`src/rtl/display_pkg.sv`:
```
// Shared state encoding and address helpers for the display frame scheduler.
package display_pkg;

  typedef enum logic [1:0] {IDLE, RUN, SWAP_WAIT} state_t;

  function automatic int addr_width(input int n_rows, input int n_columns);
    return 1 + $clog2(n_rows) + $clog2(n_columns);
  endfunction

  // Packs {bank, row, column} into the low bits; callers cast to their address width.
  function automatic logic [31:0] make_addr(input logic bank, input logic [15:0] row,
                                            input logic [15:0] column, input int cw, input int rw);
    return (32'(bank) << (cw + rw)) | (32'(row) << cw) | 32'(column);
  endfunction

endpackage

```
`src/rtl/display_frame_edge_counter.sv`:
```
// Frame-complete edge detector with a wrapping frame counter and a
// saturating per-bank shown-frames counter.
module display_frame_edge_counter
  import display_pkg::*;
#(
  parameter int min_frames = 1
) (
  input  logic        clk,
  input  logic        rst_n,
  input  logic        i_frame_complete,
  input  logic        i_clear_shown,
  output logic        o_fc_edge,
  output logic [15:0] o_frame_count,
  output logic [7:0]  o_shown
);

  localparam logic [7:0] MIN_SHOWN = 8'(min_frames);

  logic        r_fc_d;
  logic [15:0] r_frame_count;
  logic [7:0]  r_shown;

  // The driver may hold frame_complete for two cycles; only the rising edge counts.
  assign o_fc_edge     = i_frame_complete && !r_fc_d;
  assign o_frame_count = r_frame_count;
  assign o_shown       = r_shown;

  always_ff @(posedge clk or negedge rst_n) begin
    if (!rst_n) begin
      r_fc_d        <= 1'b0;
      r_frame_count <= '0;
      r_shown       <= '0;
    end else begin
      r_fc_d <= i_frame_complete;
      if (o_fc_edge)
        r_frame_count <= r_frame_count + 16'd1;
      if (i_clear_shown)
        r_shown <= '0;
      else if (o_fc_edge && (r_shown < MIN_SHOWN))
        r_shown <= r_shown + 8'd1;
    end
  end

endmodule

```
`src/rtl/display_frame_scheduler.sv`:
```
// Display driver sequencer: front/back bank ownership, registered read
// addressing, host write forwarding and frame-aligned bank swaps.
module display_frame_scheduler
  import display_pkg::*;
#(
  parameter int segments   = 1,
  parameter int rows       = 8,
  parameter int columns    = 32,
  parameter int bitwidth   = 8,
  parameter int min_frames = 1,
  localparam int RW = $clog2(rows),
  localparam int CW = $clog2(columns),
  localparam int AW = addr_width(rows, columns),
  localparam int PW = bitwidth * 3 * segments
) (
  input  logic          clk,
  input  logic          rst_n,
  input  logic          enable,
  output logic          drv_rst,
  input  logic [RW-1:0] drv_row,
  input  logic [CW-1:0] drv_column,
  input  logic          drv_frame_complete,
  output logic [AW-1:0] rd_addr,
  input  logic          wr_valid,
  output logic          wr_ready,
  input  logic [RW-1:0] wr_row,
  input  logic [CW-1:0] wr_column,
  input  logic [PW-1:0] wr_pixel,
  output logic          ram_we,
  output logic [AW-1:0] ram_waddr,
  output logic [PW-1:0] ram_wdata,
  input  logic          swap_req,
  output logic          swap_ack,
  output logic          front_bank,
  output logic [15:0]   frame_count
);

  localparam logic [7:0] MIN_SHOWN = 8'(min_frames);

  state_t        r_state, w_next_state;
  logic          r_front_bank, r_swap_ack, r_ack_d, r_ram_we;
  logic [AW-1:0] r_rd_addr, r_ram_waddr;
  logic [PW-1:0] r_ram_wdata;
  logic          w_fc_edge, w_guard, w_eligible, w_swap_now, w_wr_ready, w_accept;
  logic [7:0]    w_shown;

  display_frame_edge_counter #(.min_frames(min_frames)) u_edge_counter (
    .clk              (clk),
    .rst_n            (rst_n),
    .i_frame_complete (drv_frame_complete),
    .i_clear_shown    (w_swap_now),
    .o_fc_edge        (w_fc_edge),
    .o_frame_count    (frame_count),
    .o_shown          (w_shown)
  );

  // A request still held during the ack and the cycle after must not start a second swap.
  assign w_guard    = r_swap_ack || r_ack_d;
  assign w_eligible = (w_shown >= MIN_SHOWN) || (w_fc_edge && ((w_shown + 8'd1) >= MIN_SHOWN));
  assign w_accept   = wr_valid && w_wr_ready;

  always_comb begin
    w_next_state = r_state;
    w_swap_now   = 1'b0;
    w_wr_ready   = 1'b0;
    case (r_state)
      IDLE: begin
        w_swap_now = swap_req && !w_guard;
        w_wr_ready = !w_swap_now;
        if (enable) w_next_state = RUN;
      end
      RUN: begin
        w_wr_ready = 1'b1;
        if (swap_req && !w_guard && w_eligible) w_next_state = SWAP_WAIT;
      end
      SWAP_WAIT: begin
        if (w_fc_edge) begin
          w_swap_now   = 1'b1;
          w_next_state = RUN;
        end
      end
      default: w_next_state = IDLE;
    endcase
    if (!enable) begin
      w_next_state = IDLE;
      if (r_state == SWAP_WAIT) w_swap_now = 1'b0;
    end
  end

  always_ff @(posedge clk or negedge rst_n) begin
    if (!rst_n) r_state <= IDLE;
    else        r_state <= w_next_state;
  end

  always_ff @(posedge clk or negedge rst_n) begin
    if (!rst_n) begin
      r_rd_addr    <= '0;
      r_ram_we     <= 1'b0;
      r_ram_waddr  <= '0;
      r_ram_wdata  <= '0;
      r_swap_ack   <= 1'b0;
      r_ack_d      <= 1'b0;
      r_front_bank <= 1'b0;
    end else begin
      r_rd_addr <= AW'(make_addr(r_front_bank, 16'(drv_row), 16'(drv_column), CW, RW));
      r_ram_we  <= w_accept;
      if (w_accept) begin
        r_ram_waddr <= AW'(make_addr(!r_front_bank, 16'(wr_row), 16'(wr_column), CW, RW));
        r_ram_wdata <= wr_pixel;
      end
      r_swap_ack <= w_swap_now;
      r_ack_d    <= r_swap_ack;
      if (w_swap_now) r_front_bank <= !r_front_bank;
    end
  end

  assign drv_rst    = (r_state == IDLE);
  assign wr_ready   = rst_n && w_wr_ready;
  assign rd_addr    = r_rd_addr;
  assign ram_we     = r_ram_we;
  assign ram_waddr  = r_ram_waddr;
  assign ram_wdata  = r_ram_wdata;
  assign swap_ack   = r_swap_ack;
  assign front_bank = r_front_bank;

endmodule
```
`config.mk`:
```
export PLATFORM = sky130hd
export DESIGN_NAME = display_frame_scheduler
export DESIGN_NICKNAME = d
export VERILOG_FILES = /design/src/rtl/display_pkg.sv /design/src/rtl/display_frame_edge_counter.sv /design/src/rtl/display_frame_scheduler.sv
export SDC_FILE = /design/constraint.sdc
export NUM_CORES = 1
export LEC_CHECK = 0
export BUFFER_PORTS_ARGS = -buffer_cell sky130_fd_sc_hd__buf_4
export CORE_ASPECT_RATIO = 2
export CORE_MARGIN = 5
export CORE_UTILIZATION = 36
export DETAILED_ROUTE_END_ITERATION = 12
export HOLD_SLACK_MARGIN = 0.02
export PLACE_DENSITY = 0.6
export REMOVE_ABC_BUFFERS = 1
export SYNTH_ARGS = -nofsm -noshare
export SYNTH_HDL_FRONTEND = slang
export SYNTH_SLANG_ARGS = --single-unit
```
`constraint.sdc`:
```
create_clock -name clk -period 2.8 [get_ports clk]
set_clock_uncertainty 0.1 [all_clocks]
set_input_delay 0.28 -clock clk [delete_from_list [all_inputs] [get_ports clk]]
set_output_delay 0.28 -clock clk [all_outputs]
set_load 0.05 [all_outputs]
```
# --- Word-level counts from Yosys, hierarchy flattened ---
# Index checks and enable logic that the tools add are counted.
totals:
  input_bits: 46
  output_inout_bits: 63
  reg_bits: 73
  elab_cells: 51
op_classes:
  eq_ne: 4
  n_mux: 11
  addsub: 2
  bitwise_logic: 4
  order_cmp: 3
  n_reduce_logical: 16
ops:
  columns: ["cell", "n"]
  rows:
  - ["$or A9 B5 Y9", 2]
  - ["$or A9 B8 Y9", 2]
  - ["$add A16 B1 Y16 const B", 1]
  - ["$ge A8 B1 Y1 const B", 2]
  - ["$mux W8", 2]
  - ["$add A8 B1 Y8 const B", 1]
  - ["$lt A8 B1 Y1 const B", 1]
  - ["$logic_and A1 B1 Y1", 7]
  - ["$mux W2", 3]
  - ["$pmux W2 S3", 1]
  - ["$logic_not A1 Y1", 4]
  - ["$pmux W1 S2", 2]
  - ["$mux W1", 3]
  - ["$ne A3 B2 Y1 const B", 1]
  - ["$ne A3 B3 Y1 const B", 1]
  - ["$eq A2 B1 Y1 const B", 1]
  - ["$eq A2 B2 Y1 const B", 1]
  - ["$logic_not A2 Y1", 1]
  - ["$logic_or A1 B1 Y1", 2]
  - ["$reduce_and A2 Y1", 1]
  - ["$reduce_bool A2 Y1", 1]

# --- Logic depth before layout (Yosys ltp) ---
depth:
  word_depth: 8
  ltp_mapped: 6
  depth_no_buf: 6

# --- By module ---
# A second synthesis with hierarchy kept.
unflattened:
  hier_cells: 190
  hier_area_um2: 2869.0
by_module_without_submodules:
  columns: ["mod", "n_inst", "cells_per_inst", "area_each_um2"]
  rows:
  - ["display_frame_scheduler", 1, 105, 1784.2]
  - ["display_frame_edge_counter", 1, 85, 1084.8]

# --- Worst setup path after synthesis ---
# Ideal clock, no wire load.
synth_path:
  path_type: "register -> register"
  from: "reg u_edge_counter.r_frame_count[0] (netlist: u_edge_counter.o_frame_count[0])"
  to: "reg u_edge_counter.r_frame_count[12] (netlist: u_edge_counter.o_frame_count[12])"
  period_less_slack_ns: 1.964
  path_buffers: 0
  setup_slack_ns: 0.836
  path_stages_with_launch: 6
  arrival_ns: 1.722
  cell_sequence: "dfrtp_1 > ha_1 > nand3b_1 > nor4_2 > nand3_1 > xnor2_1"
synth_via:
  elab_chain_len: 1
synth_rtl:
  columns: ["element", "line", "text"]
  rows:
  - ["start: declaration", "display_frame_edge_counter.sv:20", "logic [15:0] r_frame_count;"]
  - ["start signal: assignment", "display_frame_edge_counter.sv:36", "r_frame_count <= r_frame_count + 16'd1;"]
  - ["$add A16 B1 Y16", "display_frame_edge_counter.sv:36", null]
# No other way between the ends.
# A chain may end at the register's enable or synchronous reset.

# --- Worst setup path after layout ---
layout_path:
  from: "in rst_n"
  to: "out wr_ready"
layout_via:
  elab_chain_len: 1
layout_rtl:
  columns: ["element", "line", "text"]
  rows:
  - ["start: declaration", "display_frame_scheduler.sv:17", "input logic rst_n,"]
  - ["$logic_and A1 B1 Y1", "display_frame_scheduler.sv:118", "assign wr_ready = rst_n && w_wr_ready;"]
  - ["end: declaration", "display_frame_scheduler.sv:25", "output logic wr_ready,"]
# No other way between the ends.

==> run metrics <==
Hold Crit Depth=2; share of the synthesized area in the top cell type=62.1%; width of the die=73.9 um; synth top area cells=dfrtp_1, mux2_4, xnor2_1; DR vias/cell=4.68; most frequent cells in the layout=buf_4, dfrtp_1, mux2_4; Slew @ Worst Pin=0.623 ns; ANT cells=0; via count=1966; Hold Crit Class=in -> reg; part of the power in registers=33.3%; area of the multi-input gates=1030 sq um; share of cells above drive strength 1=50.3%; Std-Cell Rows=46; Num CTS Buffers=9; clk sinks=73; Cell Int Power=2710 uW; die height=138 um; vias in the first global route=2061; Crit-path slowest cell=dlygate4sd3_1; Netlist cell types=33; slew margin rel.=58.5%; first-pass GRT wire length=10700 um; post-synthesis simple-gate area fraction=10.2%; CTS tree=built; VDD IR-drop max=0.000407 V; initial core utilization=37.1%; mux contribution to synthesized area=16.2%; 1st-iter DRT viols=81; worst r2r path cells=4; outcome=finished clean; IO Pins=109; Tot Pwr=4270 uW; gr usage total=14.4%; cell repeated most along the worst path=buf_4; crit path kind=in -> out; RePlAce Congestion=0.758; final setup TNS=0 ns; Final min period=2.09 ns; unrepaired setup endpoints after global routing=false; Routed WL per cell=16.4 um; Gate Count Post-Synth=193; CTS Buffer Depth=2; sequential area share after synthesis=62.1%; YS warnings=0; nets=369; CP Capture Type=output pin; Avg Synthesized Cell Area=15.2 sq um; Post-CTS Setup Bufs=0; Synth Area in Compound Gates=1.83%; PortBufs=108; FF/Latch Area=1830 sq um; P_sw=1560 uW; Max Fclk=479 MHz; root buffer cell=clkbuf_16; CP Launch Type=input pin; initial antenna violation count=0; H-tree Lvls=3; Leak=0.00211 uW; largest family of logic cells by synthesized area=multiplexers; CP Cell Sequence=dlygate4sd3_1 > buf_4 > and2_2 > buf_4; Clk Latency, worst-skew pair=0.33 ns; Synth Cell Area=2940 sq um; Antenna Nets Post-Route=0; most common cell after layout, fill and taps aside=buf_4; fillers=707; max-cap violations=0; Final Cycle Share=74.5%; Setup Viol. Count Final=0; #FFs+latches synth=73; Comb power frac=36.0%; die area=10200 sq um; Synth Area in Adders=1.70%; Remaining DRCs=0; Final Max Slew Viols=0; CTS resizes=0; total grt overflow=0; final design utilization=53.6%; post-detailed-routing wire length=6880 um; Detail Placement HPWL=5080 um; CP Max Fanout=40; Synth area leader=dfrtp_1; Sw Share=36.6%; synthesis-to-finish area growth=44.6%; Fin. Hold Viols=0; xor/xnor cell area share of the yosys netlist=5.06%; Core Area=7940 sq um; power density over cell area=1000 nW/um^2; clk slew on worst S/H paths=0.05 ns; Largest stage delay, worst path=0.53 ns; Critical Path AT=1.71 ns; Clk pwr share=30.7%; Initial DRT Pass Iterations=3; largest net degree at the start of global routing=41; Req. time, crit path=2.42 ns
==> layer usage <==
layer | global-route usage, % | part of all wire (%)
met1 | 14.8 | 35
met2 | 25.0 | 56
met3 | 4.28 | 5.8
met4 | 8.37 | 3.1
met5 | 0 | 0
==> power by group through the flow <==
stage	logic, uW	registers, uW	clock network (uW)
3_5_place_dp	1540	1440	0
4_1_cts	1560	1430	1340
3_3_place_gp	1530	1440	0
5_1_grt	1610	1450	1390
6_report	1540	1420	1310
2_1_floorplan	409	2070	0
==> final timing paths <==
check,start,endpoint,slack [ns]
min in group asynchronous,rst_n,rd_addr[4]$_DFF_PN0_,0.37
hold reg to reg,swap_ack$_DFF_PN0_,r_ack_d$_DFF_PN0_,0.36
setup reg to reg,r_state[0]$_DFFE_PN0P_,ram_wdata[1]$_DFFE_PN0P_,0.94
setup / recovery,rst_n,wr_ready,0.71
max in group asynchronous,rst_n,ram_wdata[4]$_DFFE_PN0P_,1.39
hold / removal,enable,r_state[0]$_DFFE_PN0P_,0.07
==> state kept, by name, indices dropped and copies added (netlist names) <==
signal,flops
ram_wdata,24
rd_addr,9
swap_ack,1
ram_waddr,9
front_bank,1
u_edge_counter.r_fc_d,1
ram_we,1
r_state,2
u_edge_counter.o_shown,8
u_edge_counter.o_frame_count,16
r_ack_d,1
==> what timing repair did <==
item	CTS	global route
setup endpoints to repair	0	0
endpoints found under the hold margin	47	0
hold buffers	10	0
==> metrics by stage <==
| step | cell area (sq um) | instances | hold slack [ns] | setup slack, ns |
|---|---|---|---|---|
| floorplan | 2870 | 189 | -0.116 | 0.813 |
| global placement | 3810 | 394 | 0.184 | 0.915 |
| detailed placement | 3810 | 394 | 0.183 | 0.889 |
| CTS | 4260 | 420 | 0.0620 | 0.675 |
| global route | 4260 | 420 | 0.0648 | 0.556 |
| finish | 4260 | 420 | 0.0749 | 0.713 |
==> critical path, delay by kind of cell <==
kind	cells	cell delay (ns)
and+or+nand+nor	1	0.24
buffers and inverters	3	1.17
==> final cells by class <==
class / count / share of cell area [%]
Inverter: 4 / 0.353
Sequential cell: 73 / 42.9
Multi-Input combinational cell: 112 / 24.2
Clock inverter: 5 / 2.41
Clock buffer: 11 / 5.70
Tap cell: 96 / 2.82
Timing Repair Buffer: 119 / 21.6
==> cells in the mapped netlist (all sizes together) <==
master	count
nor4	3
xor2	6
a21oi	5
nand4b	2
nor3	2
a31oi	1
mux2	32
nand2	9
mux2i	1
and2b	1
nand2b	2
nand4	5
inv	4
nand3	7
a21boi	1
and4	1
xnor2	11
nor2	6
and3	2
nand3b	1
o21a	1
and2	2
buf	4
dfrtp	73
nor2b	6
ha	4
nor3b	1
==> cell families (layout without fill, tap and decap cells) <==
logic type,count (synthesis),in the layout
buf+inv,8,139
flops,73,73
compound gates,8,8
xor+xnor,17,17
mux,33,33
simple gates,50,50
fa+ha+maj,4,4
Power figures use the tool's default switching activity.
